### src/rtl/rx_uart.sv
// rx_uart: 8N1 serial receiver with 2-flop input synchronizer.
// Ports: clk, rst (sync, active-high), rx_in (serial line),
//   rx_enable_signal (permit new start detection),
//   rx_data (last good byte), rx_done_signal (good-frame pulse),
//   rx_frame_err (bad-stop pulse), rx_busy (not idle).
module rx_uart #(
    parameter int CLK_FREQ = 100000000,
    parameter int BPS      = 20000000
) (
    input  logic       clk,
    input  logic       rst,
    input  logic       rx_in,
    input  logic       rx_enable_signal,
    output logic [7:0] rx_data,
    output logic       rx_done_signal,
    output logic       rx_frame_err,
    output logic       rx_busy
);

    localparam int CPB  = CLK_FREQ / BPS;
    localparam int HALF = CPB / 2;
    localparam int CW   = (CPB > 1) ? $clog2(CPB) : 1;

    localparam logic [CW-1:0] CNT_LAST = CW'(CPB - 1);
    localparam logic [CW-1:0] CNT_MID  = CW'(HALF - 1);

    localparam logic [2:0] S_IDLE  = 3'd0;
    localparam logic [2:0] S_START = 3'd1;
    localparam logic [2:0] S_DATA  = 3'd2;
    localparam logic [2:0] S_STOP  = 3'd3;
    localparam logic [2:0] S_WAIT  = 3'd4;

    logic [2:0]    state;
    logic [CW-1:0] cnt;
    logic [2:0]    idx;
    logic [7:0]    shreg;
    logic          rx_meta;
    logic          rx_sync;
    logic          rx_prev;

    assign rx_busy = (state != S_IDLE);

    always_ff @(posedge clk) begin
        if (rst) begin
            state          <= S_IDLE;
            cnt            <= '0;
            idx            <= '0;
            shreg          <= '0;
            rx_data        <= '0;
            rx_done_signal <= 1'b0;
            rx_frame_err   <= 1'b0;
            // Line assumed idle so reset never fakes a falling edge
            // while the line is high.
            rx_meta        <= 1'b1;
            rx_sync        <= 1'b1;
            rx_prev        <= 1'b1;
        end else begin
            rx_meta        <= rx_in;
            rx_sync        <= rx_meta;
            rx_prev        <= rx_sync;
            rx_done_signal <= 1'b0;
            rx_frame_err   <= 1'b0;
            case (state)
                S_IDLE: begin
                    if (rx_enable_signal && rx_prev && !rx_sync) begin
                        state <= S_START;
                        cnt   <= '0;
                    end
                end
                S_START: begin
                    if (cnt == CNT_MID) begin
                        cnt <= '0;
                        idx <= '0;
                        // A start bit gone high by mid-bit is a glitch.
                        state <= rx_sync ? S_IDLE : S_DATA;
                    end else begin
                        cnt <= cnt + 1'b1;
                    end
                end
                S_DATA: begin
                    if (cnt == CNT_LAST) begin
                        cnt        <= '0;
                        shreg[idx] <= rx_sync;
                        idx        <= idx + 1'b1;
                        if (idx == 3'd7) begin
                            state <= S_STOP;
                        end
                    end else begin
                        cnt <= cnt + 1'b1;
                    end
                end
                S_STOP: begin
                    if (cnt == CNT_LAST) begin
                        cnt <= '0;
                        if (rx_sync) begin
                            rx_data        <= shreg;
                            rx_done_signal <= 1'b1;
                            state          <= S_IDLE;
                        end else begin
                            rx_frame_err <= 1'b1;
                            state        <= S_WAIT;
                        end
                    end else begin
                        cnt <= cnt + 1'b1;
                    end
                end
                S_WAIT: begin
                    if (rx_sync) begin
                        state <= S_IDLE;
                    end
                end
                default: begin
                    state <= S_IDLE;
                end
            endcase
        end
    end

endmodule

### config.mk
export PLATFORM = sky130hd
export DESIGN_NAME = rx_uart
export DESIGN_NICKNAME = d
export VERILOG_FILES = /design/src/rtl/rx_uart.sv
export SDC_FILE = /design/constraint.sdc
export NUM_CORES = 1
export LEC_CHECK = 0
export CORE_MARGIN = 4
export CORE_UTILIZATION = 58
export CTS_CLUSTER_DIAMETER = 40
export DETAILED_ROUTE_END_ITERATION = 6
export PLACE_DENSITY = 0.88
export SLEW_MARGIN = 40
export SYNTH_ARGS = -nofsm -noshare
export SYNTH_HDL_FRONTEND = slang
export SYNTH_SLANG_ARGS = --single-unit
### constraint.sdc
create_clock -name clk -period 2.95 [get_ports clk]
set_input_delay 0.7375 -clock clk [delete_from_list [all_inputs] [get_ports clk]]
set_output_delay 0.7375 -clock clk [all_outputs]
set_load 0.02 [all_outputs]
Word-level counts from Yosys, hierarchy flattened
Cells that the tools add are included.
{ "totals": {"reg_bits": 30, "output_inout_bits": 11, "input_bits": 4, "elab_cells": 65} }
{ "classes": {"n_reduce_logical": 15, "mux": 21, "addsub": 2, "magnitude_cmp": 2, "n_eq_ne": 13, "bitwise": 2} }
{ "ops": {"columns": ["cell", "count"], "rows": [
  ["$mux 3", 12],
  ["$pmux 3 s5", 1],
  ["$ne 2x2->1 const B", 6],
  ["$eq 3x3->1 const B", 3],
  ["$pmux 3 s3", 1],
  ["$bwmux 8", 1],
  ["$add 3x1->3 const B", 2],
  ["$eq 3x1->1 const B", 2],
  ["$eq 3x2->1 const B", 2],
  ["$pmux 3 s2", 1],
  ["$reduce_and 3->1", 2],
  ["$reduce_and 6->1", 1],
  ["$reduce_bool 3->1", 2],
  ["$lt 3x4->1 const B", 1],
  ["$reduce_and 2->1", 2],
  ["$demux 1 s3", 1],
  ["$ge 3x1->1 const B", 1],
  ["$logic_and 1x1->1", 3],
  ["$logic_not 3->1", 1],
  ["$mux 1", 3],
  ["$reduce_or 3->1", 1],
  ["$mux 2", 1],
  ["$not 1->1", 2],
  ["$reduce_bool 2->1", 1],
  ["other kinds (2)", 2]
]} }

Longest topological paths before layout
Gate-level depths: netlist of the first run.
{ "logic_depth": {"ltp_word": 5, "mapped_depth": 7, "mapped_depth_nobuf": 6} }

Worst setup path before layout of the first run
Ideal clock, no wire load.
{ "synth_path": {"path_kind": "register to output", "start": "register state[0]", "end": "output port rx_busy", "setup_slack_ns": 1.383, "t_arrival_ns": 0.829, "required_ns": 2.213, "path_buffers": 1, "stages_incl_launch_ff": 4, "cell_sequence": "dfxtp_1 > buf_4 > nor2_1 > nand2_1"} }
{ "synth_between": {"elab_chain_len": 1} }
{ "synth_lines": {"columns": ["item", "line_no", "source"], "rows": [
  ["start, declared", "33", "logic [2:0] state;"],
  ["start signal, assigned", "75", "state <= rx_sync ? S_IDLE : S_DATA;"],
  ["$reduce_bool 3->1", "41", "assign rx_busy = (state != S_IDLE);"],
  ["end, declared", "17", "output logic rx_busy"]
]} }
No other way between the ends.

Worst setup path after layout of the first run
Same ends and word-level chain as after synthesis.

==> results of run 1 <==
## per-layer routing
metal  track usage  vias to the layer above  share of wire  wire (um)
met4       0.08475                        0          0.021         54
li1              -                      518              -          -
met1        0.2295                      510           0.44       1137
met3       0.05517                        6          0.049        126
met2        0.3069                       26           0.49       1252
met5             0                        -              0          0
## cell usage after synthesis (2+ instances only)
master | n | area (um2)
nand2_1 | 11 | 41.29
mux2i_1 | 15 | 150.1
and4b_1 | 2 | 20.02
o21ai_0 | 2 | 10.01
ha_1 | 5 | 62.56
nor2_1 | 20 | 75.07
nand2b_1 | 2 | 12.51
nand4b_1 | 3 | 26.28
a22o_1 | 2 | 17.52
clkbuf_1 | 5 | 18.77
dfxtp_1 | 30 | 600.6
nand3b_1 | 2 | 15.01
nor2b_1 | 2 | 12.51
buf_2 | 2 | 10.01
a21o_1 | 2 | 15.01
nand4_1 | 2 | 12.51
a31oi_1 | 2 | 12.51
nand3_1 | 4 | 20.02
a21oi_1 | 3 | 15.01
or2_2 | 3 | 18.77
inv_1 | 5 | 18.77
## cells in the final DEF, fill, tap and decap left out, types with 2 or more instances in the layout
master           netlist  layout
o21ai_0                2       2
clkdlybuf4s50_1        0      14
inv_1                  5       5
and4b_1                2       2
clkbuf_4               0       5
nor2_1                20      20
nand2b_1               2       2
nand3b_1               2       2
a31oi_1                2       2
dfxtp_1               30      30
or2_2                  3       3
nand2_1               11      11
a21oi_1                3       3
a22o_1                 2       2
mux2i_1               15      15
nand4b_1               3       3
ha_1                   5       5
nor2b_1                2       2
nand3_1                4       4
a21o_1                 2       2
nand4_1                2       2
## worst max-delay path, cell delays in order, from the launching register on
cell and delay [ns]:
dfxtp_1 0.61, nor2_1 0.17, nand2_1 0.11, clkdlybuf4s50_1 0.62
## report_power, final
group	switching, uW	internal (uW)	total, uW
Clock	138	114	253
Sequential	3.37	407	410
Combinational	11.0	9.13	20.2
Total	152	530	683
## sequential cells by signal (all words and copies together) (netlist names)
name            flops
cnt                 3
idx                 3
rx_data             8
rx_done_signal      1
rx_frame_err        1
rx_meta             1
rx_prev             1
rx_sync             1
shreg               8
state               3
## logic make-up after synthesis
group | share of synthesized area
AO/OA/AOI/OAI | 0.09790
adder cells (fa/ha/maj) | 0.04575
buffers and inverters | 0.06588
flip-flops | 0.4392
multiplexers | 0.1180
AND/OR/NAND/NOR | 0.2333
## area by class of cell
class / instances / area, um2 / share of cell area
clock buffer: 6 / 51.30 / 0.03317
clock inverter: 2 / 12.51 / 0.008091
inverter: 6 / 22.52 / 0.01456
multi-input combinational: 97 / 676.9 / 0.4377
sequential: 30 / 600.6 / 0.3884
tap: 28 / 35.03 / 0.02265
timing repair buffer: 15 / 147.6 / 0.09547
## final timing paths
path | endpoint | slack [ns] | depth (start not counted)
setup reg to reg | rx_data[3] | 1.34 | 6
setup / recovery | rx_busy | 0.39 | 3
hold / removal | rx_sync | 0.42 | 1
hold reg to reg | rx_sync | 0.42 | 1
## through the flow
stage	instances	cell area [um2]	hold slack [ns]	power [uW]	util
final	184	1546	0.4158	682.8	0.6924
after global routing	184	1546	0.4398	715.1	0.6924
after CTS	184	1546	0.4280	690.1	0.6924
after detailed placement	176	1483	0.4086	439.7	0.6639
after global placement	176	1483	0.4007	438.8	0.6639
after floorplan	143	1368	0.3895	431.6	-
==> results.yml, run 1 <==
sta:
  fin_crit_ns: 2.558
  skew_ns: 0.008359
  fin_crit_sh: 0.8673
  rsz0062_at_grt: "no"
  maxSlewViolCount: 0
  fmaxAchievable_ghz: 0.3909
  worst_pin_slew_ns: 0.4536
  setup_viol: 0
  hold_viol: 0
  setup_ws_ns: 0.3916
  tns_ns: 0
  slew_headroom: 0.6972
die:
  initial_core_util: 0.6123
  die-height_um: 56.56
  rows: 17
  pin_count: 15
  core_area_mm2: 0.002233
  die_area_mm2: 0.003198
  die_x_um: 56.56
route:
  drt_wl_total_mm: 2.572
  avgRoutedWirePerCell_um: 13.98
  final_antenna_net_count: 0
  drt_iter0_drc: 35
  num_vias: 1060
  drt_pass1_iterations: 4
  drt-vias-per-instance: 5.761
  drcViolationCount: 0
synthesis:
  synthCells: 143
  synth_area_mm2: 0.001368
  synth-seq-cells: 30
  async_reset_ff_frac: 0
  synth_ff_type: "dfxtp_1"
  syn_area_per_cell_um2: 9.563
  synth.distinct_cells: 40
  synth-edff-count: 0
  synth_warnings: 0
  ys_seq_area_frac: 0.4392
  syn_nets: 152
finish:
  drive_above_1_share: 0.1218
  fillers: 182
  area_growth_pct: 13.08
  insertedDiodeCount: 0
  fin_nets: 164
critical_path:
  crit_path_end_kind: "output port"
  cp_max_fo: 14
  arrival_ns: 1.82
  reg2reg_from: "cnt[0]"
  critical_path.startpoint: "state[0]"
  startpoint_type: "flip-flop"
  cp.required_ns: 2.21
  path_class: "reg -> out"
clocking:
  cts_setup_buffers: 0
  root_buffer: "clkbuf_4"
  cts_hold_buf: 0
  cts_resized: 0
  cts.path.max_buffers: 2
  h-tree-depth: 2
  path_clk_slew_ns: 0.09
  cts_tree: "yes"
  clkSinkCount: 30
  clkLatencyLatePin_ns: 0.32
  numCtsBuffers: 5
place:
  gp_congestion: 0.8421
  dp_slack_ns: 0.7701
  place_hpwl_mm: 1.870
  place.port_buffers: 14
power_and_ir_drop:
  p_per_area_mw_per_mm2: 441.5
  ir_drop_uv: 320.4
  p_leak_uw: 0.0006077
grt:
  grt_pass1_wl_mm: 4.761
  grt_use_total: 0.1892
  antenna_found_initial: 0
  grt_overflow_total: 0
  grt_start_max_net_pins: 18
  grt_pass1_vias: 1099
min_path:
  hold_path.class: "reg -> reg"
  hold_start: "rx_meta"
run:
  cap_viol_max_count: 0
status:
  run_status: "finished, final reports clean"
Power figures use the tool's default switching activity.
==> run 2: changes to the inputs <==
--- a/config.mk
+++ b/config.mk
@@ -10,6 +10,7 @@
 export CTS_CLUSTER_DIAMETER = 40
 export DETAILED_ROUTE_END_ITERATION = 6
 export PLACE_DENSITY = 0.88
+export RECOVER_POWER = 100
 export SLEW_MARGIN = 40
 export SYNTH_ARGS = -nofsm -noshare
 export SYNTH_HDL_FRONTEND = slang
==> run 2 against run 1 <==
  * Via count fell by 0.85%
  * Critical endpoint unchanged
  * Register-to-register slack got worse by 0.03 ns
  * Core utilization fell by 0.17 points
==> results.yml, run 2 (same netlist as run 1, synthesis figures left out) <==
clocking:
  cts_hold_buf: 0
  path_clk_slew_ns: 0.09
  cts_setup_buffers: 0
  clkLatencyLatePin_ns: 0.32
  cts_tree: "yes"
  root_buffer: "clkbuf_4"
  cts.path.max_buffers: 2
  cts_resized: 0
  h-tree-depth: 2
  numCtsBuffers: 5
  clkSinkCount: 30
finish:
  insertedDiodeCount: 0
  drive_above_1_share: 0.1154
  final_common_cell: "dfxtp_1"
  final_cells: 184
  area_growth_pct: 12.81
  fin_nets: 164
  utilization: 0.6908
  largestRegisters: "rx_data: 8 flops, shreg: 8 flops"
  mostFrequentLayoutCells: "dfxtp_1, nor2_1, mux2i_1"
grt:
  grt_use_total: 0.1892
  grt_start_max_net_pins: 18
  grt_pass1_wl_mm: 4.761
  grt_overflow_total: 0
  antenna_found_initial: 0
  grt_pass1_vias: 1099
critical_path:
  cp.required_ns: 2.21
  cpPeakStageDelay_ns: 0.69
  regToRegSetupSlack_ns: 1.31
  reg2reg_from: "cnt[0]"
  slowest_stage: "dlygate4sd3_1"
  path_class: "reg -> out"
  worst_r2r_endpoint: "rx_data[3]"
  arrival_ns: 1.88
  worstPathCellList: "nor2_1, nand2_1, dlygate4sd3_1"
  startpoint_type: "flip-flop"
  crit_path_end_kind: "output port"
  r2r_cells: 6
  cp_max_fo: 14
route:
  drt_wl_total_mm: 2.534
  drt_iter0_drc: 37
  drt_pass1_iterations: 4
  final_antenna_net_count: 0
  avgRoutedWirePerCell_um: 13.77
  drcViolationCount: 0
  num_vias: 1051
  drt-vias-per-instance: 5.712
die:
  core_area_mm2: 0.002233
  pin_count: 15
  die-height_um: 56.56
  die_x_um: 56.56
  rows: 17
  initial_core_util: 0.6123
  die_area_mm2: 0.003198
power_and_ir_drop:
  p_seq_frac: 0.602
  p_leak_uw: 0.0006439
  p_sw_uw: 151.8
  p_int_uw: 529.2
  ir_drop_uv: 320.6
  p_per_area_mw_per_mm2: 441.4
  total_power_uw: 680.9
  swShare: 0.2229
  combPwrFrac: 0.028
  p_clk_frac: 0.370
sta:
  skew_ns: 0.008624
  worst_pin_slew_ns: 0.6709
  setup_viol: 0
  setup_ws_ns: 0.3328
  fin_crit_sh: 0.8872
  hold_viol: 0
  tns_ns: 0
  fin_crit_ns: 2.617
  fmaxAchievable_ghz: 0.3821
  slew_headroom: 0.5527
  maxSlewViolCount: 0
  rsz0062_at_grt: "no"
min_path:
  hold_path.class: "reg -> reg"
  min_to: "rx_sync"
  hold_start: "rx_meta"
  whs_path_depth: 1
place:
  place.port_buffers: 14
  gp_congestion: 0.8421
  dp_slack_ns: 0.7701
  place_inst: 176
  place_hpwl_mm: 1.870
status:
  run_status: "finished, final reports clean"
run:
  cap_viol_max_count: 0
## run 2: changes by cell type in the layout (fill, tap and decap cells not counted)
cell,delta
clkdlybuf4s50_1,-13
dlygate4sd3_1,+13
buf_4,-1
clkbuf_1,+1
## run 2: per-stage QoR
step	hold WS (ns)	area, um2
after CTS	0.4280	1546
after global routing	0.4398	1543
after detailed placement	0.4086	1483
final	0.4182	1543
after global placement	0.4007	1483
after floorplan	0.3895	1368
## run 2: area by class of cell
type,instances,area (um2)
clock buffer,6,51.30
clock inverter,2,12.51
fill,184,690.7
inverter,6,22.52
multi-input combinational,97,676.9
sequential,30,600.6
tap,28,35.03
timing repair buffer,15,143.9
## run 2: worst max-delay path, delay by kind of cell (launching register included)
kind / cells / cell delay (ns)
and+or+nand+nor: 2 / 0.27
DFF: 1 / 0.60
buffers and inverters: 1 / 0.69
## run 2: power by group through the flow
| stage | Combinational, uW | Clock [uW] | Sequential (uW) |
|---|---|---|---|
| finish | 18.9 | 252 | 410 |
| detailed placement | 20.2 | 0 | 420 |
| floorplan | 14.4 | 0 | 417 |
| global placement | 19.4 | 0 | 419 |
| global route | 21.4 | 282 | 411 |
| CTS | 20.3 | 260 | 410 |
## run 2: worst max path at each step
stage | startpoint | to | cells after the start
floorplan | state[0] | rx_busy | 3
finish | state[0] | rx_busy | 3
detailed placement | state[0] | rx_busy | 3
global route | state[0] | rx_busy | 3
global placement | state[0] | rx_busy | 3
CTS | state[0] | rx_busy | 3
## run 2: layer usage
layer	wire (um)	GRT usage	up-vias
li1	-	-	517
met1	1094	0.2295	504
met2	1247	0.3069	24
met3	135	0.05517	6
met4	57	0.08475	0
met5	0	0	-
